File: src/rtl/note_duration_timer.sv
// rtl/note_duration_timer.sv - note length sequencer: waits for song store, plays N ticks, trailing gap, pulses note_change.
// Optional tempo input enabled by defining NOTE_TIMER_TEMPO_EN. READ_LAT must be at least 1.
module note_duration_timer #(
  parameter int unsigned TICK_DIV  = 1562500,
  parameter int unsigned GAP_TICKS = 1,
  parameter int unsigned READ_LAT  = 2
) (
  input  logic       clk,
  input  logic       rst,
  input  logic       enable,
  input  logic [3:0] length,
`ifdef NOTE_TIMER_TEMPO_EN
  input  logic [1:0] tempo,
`endif
  output logic       note_change,
  output logic       mute,
  output logic       busy
);

`ifdef NOTE_TIMER_TEMPO_EN
  localparam int unsigned MAX_DIV = TICK_DIV * 4;
`else
  localparam int unsigned MAX_DIV = TICK_DIV;
`endif
  localparam int DW = $clog2(MAX_DIV + 1);
  localparam int WW = (READ_LAT > 1) ? $clog2(READ_LAT) : 1;

  localparam logic [2:0] S_IDLE = 3'd0;
  localparam logic [2:0] S_WAIT = 3'd1;
  localparam logic [2:0] S_LOAD = 3'd2;
  localparam logic [2:0] S_PLAY = 3'd3;
  localparam logic [2:0] S_GAP  = 3'd4;

  logic [2:0]    state;
  logic [DW-1:0] presc;
  logic [DW-1:0] div_q;
  logic [DW-1:0] div_sel;
  logic [4:0]    remaining;
  logic [4:0]    rem_dec;
  logic [WW-1:0] wait_cnt;
  logic          timing;
  logic          tick;
  logic          last_tick;
  logic          enter_gap;

`ifdef NOTE_TIMER_TEMPO_EN
  always_comb begin
    div_sel = DW'(TICK_DIV);
    case (tempo)
      2'b01:   div_sel = DW'(TICK_DIV / 2);
      2'b10:   div_sel = DW'(TICK_DIV * 2);
      2'b11:   div_sel = DW'(TICK_DIV * 4);
      default: div_sel = DW'(TICK_DIV);
    endcase
  end
`else
  assign div_sel = DW'(TICK_DIV);
`endif

  assign timing    = (state == S_PLAY) || (state == S_GAP);
  assign tick      = timing && (presc == div_q - DW'(1));
  assign rem_dec   = (remaining != 5'd0) ? remaining - 5'd1 : 5'd0;
  assign last_tick = tick && (remaining == 5'd1);
  // Gap starts on the tick that leaves exactly GAP_TICKS ticks to go.
  assign enter_gap = (GAP_TICKS > 0) && (state == S_PLAY) && tick &&
                     (32'(rem_dec) == GAP_TICKS);

  assign note_change = last_tick && enable;
  assign mute        = (state == S_IDLE) || (state == S_GAP);
  assign busy        = (state != S_IDLE);

  always_ff @(posedge clk or posedge rst) begin
    if (rst) begin
      state     <= S_IDLE;
      presc     <= '0;
      remaining <= '0;
      wait_cnt  <= '0;
      div_q     <= DW'(TICK_DIV);
    end else if (!enable) begin
      state     <= S_IDLE;
      presc     <= '0;
      remaining <= '0;
      wait_cnt  <= '0;
    end else begin
      case (state)
        S_IDLE: begin
          state    <= S_WAIT;
          wait_cnt <= '0;
        end
        S_WAIT: begin
          if (wait_cnt == WW'(READ_LAT - 1)) state <= S_LOAD;
          else wait_cnt <= wait_cnt + WW'(1);
        end
        S_LOAD: begin
          remaining <= (length == 4'd0) ? 5'd16 : {1'b0, length};
          presc     <= '0;
          div_q     <= div_sel;
          wait_cnt  <= '0;
          state     <= S_PLAY;
        end
        S_PLAY, S_GAP: begin
          if (tick) begin
            presc     <= '0;
            remaining <= rem_dec;
            if (last_tick) begin
              state    <= S_WAIT;
              wait_cnt <= '0;
            end else if (enter_gap) begin
              state <= S_GAP;
            end
          end else begin
            presc <= presc + DW'(1);
          end
        end
        default: state <= S_IDLE;
      endcase
    end
  end

endmodule

File: config.mk
export PLATFORM = sky130hd
export DESIGN_NAME = note_duration_timer
export DESIGN_NICKNAME = d
export VERILOG_FILES = /design/src/rtl/note_duration_timer.sv
export SDC_FILE = /design/constraint.sdc
export NUM_CORES = 1
export LEC_CHECK = 0
export ABC_CLOCK_PERIOD_IN_PS = 2200
export CAP_MARGIN = 20
export CORE_ASPECT_RATIO = 0.9
export CORE_MARGIN = 1
export CORE_UTILIZATION = 53
export DETAILED_ROUTE_END_ITERATION = 10
export PLACE_DENSITY = 0.71
export RECOVER_POWER = 50
export SLEW_MARGIN = 10
export SYNTH_ARGS = -nofsm -noshare
export SYNTH_HDL_FRONTEND = slang
export SYNTH_SLANG_ARGS = --single-unit
File: constraint.sdc
create_clock -name clk -period 2.2 [get_ports clk]
set_input_delay 0.33 -clock clk [delete_from_list [all_inputs] [get_ports clk]]
set_output_delay 0.33 -clock clk [all_outputs]
set_load 0.01 [all_outputs]
==> flow_summary.ini <==
[run_status]
status = finished, violations left
failed_checks = setup timing

[clocking]
htreeDepth = 2
cts-root-buf = clkbuf_8
path_clk_slew_ps = 70
cts_sinks = 30
holdBufCountCts = 0
cts_tree = done
cts_buffer_depth = 2
cts_made_buffers = 5
clkLatencyLatePin_ps = 290

[global_routing]
grt_max_degree = 31
grt_use_total = 0.273
grt_pass1_wl_um = 7760
grt_pass1_vias = 1737
grt_overflow = 0
antenna_found_initial = 0

[worst_setup_path]
worstSetupEndpointType = register
critical_path.top_delay_family = buffers and inverters
crit_top_cell = buf_4
critPathArrivalTime_ps = 2430
crit_type = register to register
cp-start-kind = register
path_buf_inv = 7
critPathSlowestCell = dfrtp_1
crit_fanout = 2
critPathRequiredTime_ps = 2410
max_stage_delay_ps = 360
crit_chain = ha_2, nor4b_4, buf_4, nand4_1, nor4_4, inv_1, buf_4, buf_4, buf_4, buf_4, buf_4, a31oi_4

[floorplanning]
io_pins = 10
start_util = 0.556
row_count = 20
core-area_sq_um = 3380
dieWidth_um = 64.7
dieArea_sq_um = 3780
die_h_um = 58.5

[timing]
drv_slew = 0
hold_violations = 0
fmax_ghz = 0.451
max_slew_margin = 0.475
finClkSkew_ps = 4.47
fin_ws_ps = -16.6
worst_slew_pin_slew_ps = 787
finalCritPeriodShare = 1.01
finalCriticalPeriod_ps = 2220
rsz0062_at_grt = yes
tns_ps = -26.1
finalSetupViolCount = 2

[placement]
place_area_sq_um = 2290
hpwl_um = 3270
routabilityCongestion = 0.823
portBuffers = 9

[synth]
synth-xor-area-share = 0.0700
yosysSeqAreaShare = 0.400
yosys_register_bits = 30
async_reset_ff_frac = 1.00
synth-simple-area-share = 0.299
synth-compound-area-share = 0.135
synth_ff_type = dfrtp_1
yosys_warnings = 0
synthMuxAreaShare = 0.0220
synth.distinct_cells = 44
synth_cells = 205
synth_area_sq_um = 1880
synth_edf_count = 0
syn_nets = 217
synth_top_family_by_area = simple AND/OR/NAND/NOR gates
synth_adder_area_share = 0.0333
syn_area_per_cell_sq_um = 9.16

[detailed_routing]
routed_wl_um = 4720
drt_pass1_iterations = 4
drtAntennaViolNets = 0
vias = 1758
drt_iter0_drc = 86
drc = 0
wl_per_cell_um = 15.4
via_per_inst = 5.75

[finish]
final_common_cell = buf_4
antennaDiodeCount = 0
area_growth_pct = 32.5
final_area_sq_um = 2490
layout.nets = 274
drive_above_1_share = 0.279
final_cell_mix = buf_4, dfrtp_1, nor2_1

[pwr]
p_leak_nw = 1.15
power_density_nw_per_um2 = 472
vdd_ir_drop_max_mv = 0.337
total_power_mw = 1.17

[hold_path]
hold_class = register to register

[job]
cap_violations = 0
==> Yosys cell counts, drive strengths merged (3+ instances only) <==
cell type   n  share of area
a21oi       7          0.019
and3        6          0.021
buf         3          0.013
clkbuf      4         0.0080
dfrtp      30           0.40
ha          5          0.033
inv        10          0.020
mux2i       3          0.016
nand2      14          0.028
nand2b      8          0.027
nand3      11          0.029
nand3b      4          0.016
nand4      12          0.040
nor2       22          0.044
nor3        7          0.019
nor4b       3          0.014
o211ai      3          0.019
o21ai      12          0.034
or3         4          0.014
or4         3          0.012
xor2       14          0.065
==> tightest hold or removal path: cells and delay by family (launching register included) <==
family           cells  cell delay, ps
XOR/XNOR             1              90
flip-flops           1             410
AND/OR/NAND/NOR      1              80
==> layer usage <==
| metal | wire length, um | up-vias | GRT usage |
|---|---|---|---|
| met3 | 203 | 12 | 0.0523 |
| met4 | 92 | 0 | 0.117 |
| met1 | 2010 | 844 | 0.331 |
| li1 | - | 850 | - |
| met2 | 2410 | 52 | 0.473 |
| met5 | 0 | - | 0 |
==> power breakdown <==
part	total, mW	internal [mW]	switching (mW)
logic	0.168	0.0754	0.0926
clock network	0.428	0.212	0.216
registers	0.577	0.564	0.0130
total	1.17	0.851	0.322
==> registers in the layout, summed over array words and instances (netlist names) <==
| name | count |
|---|---|
| presc | 21 |
| remaining | 5 |
| state | 3 |
| wait_cnt | 1 |
==> what timing repair did <==
| action | CTS | global route |
|---|---|---|
| setup endpoints to repair | 1 | 6 |
| gates resized for setup | 9 | 8 |
| pin swaps | 2 | 1 |
| buffers inserted | 5 | 2 |
==> kinds of logic (layout without fill, tap and decap cells) <==
| kind of cell | count (synthesis) | count (layout) |
|---|---|---|
| AOI/OAI and AO/OA | 31 | 31 |
| xor gates and xnor gates | 15 | 15 |
| adders and majority gates | 5 | 5 |
| buffers and inverters | 17 | 74 |
| DFF | 30 | 30 |
| muxes | 4 | 4 |
| and+or+nand+nor | 103 | 103 |
==> cell type report <==
cell class,instances,area (sq um)
inverter,10,37.5
clock buffer,5,68.8
clock inverter,2,10.0
multi-input combinational,158,1110
tap,44,55.1
fill,243,891
sequential,30,751
timing repair buffer,57,450
==> metrics by stage <==
stage	hold WS, ps	std cells	utilization	setup WS [ps]
2_1_floorplan	421	205	-	88.3
3_3_place_gp	547	292	0.678	-284
3_5_place_dp	576	292	0.678	-322
4_1_cts	448	304	0.720	36.4
5_1_grt	641	306	0.736	-113
6_report	615	306	0.736	-16.6
==> final timing paths <==
check	depth (start not counted)	to	startpoint	slack [ps]
worst max-delay path	12	state[0]$_DFFE_PP0P_	presc[0]$_DFFE_PP0P_	-20
worst min register to register	2	presc[19]$_DFFE_PP0P_	presc[19]$_DFFE_PP0P_	620
max in group asynchronous	3	presc[18]$_DFFE_PP0P_	rst	990
min in group asynchronous	3	presc[9]$_DFFE_PP0P_	rst	710
worst max register to register	12	state[0]$_DFFE_PP0P_	presc[0]$_DFFE_PP0P_	-20
worst min-delay path	2	presc[19]$_DFFE_PP0P_	presc[19]$_DFFE_PP0P_	620
Note: power is estimated with default switching activity, not from simulation.
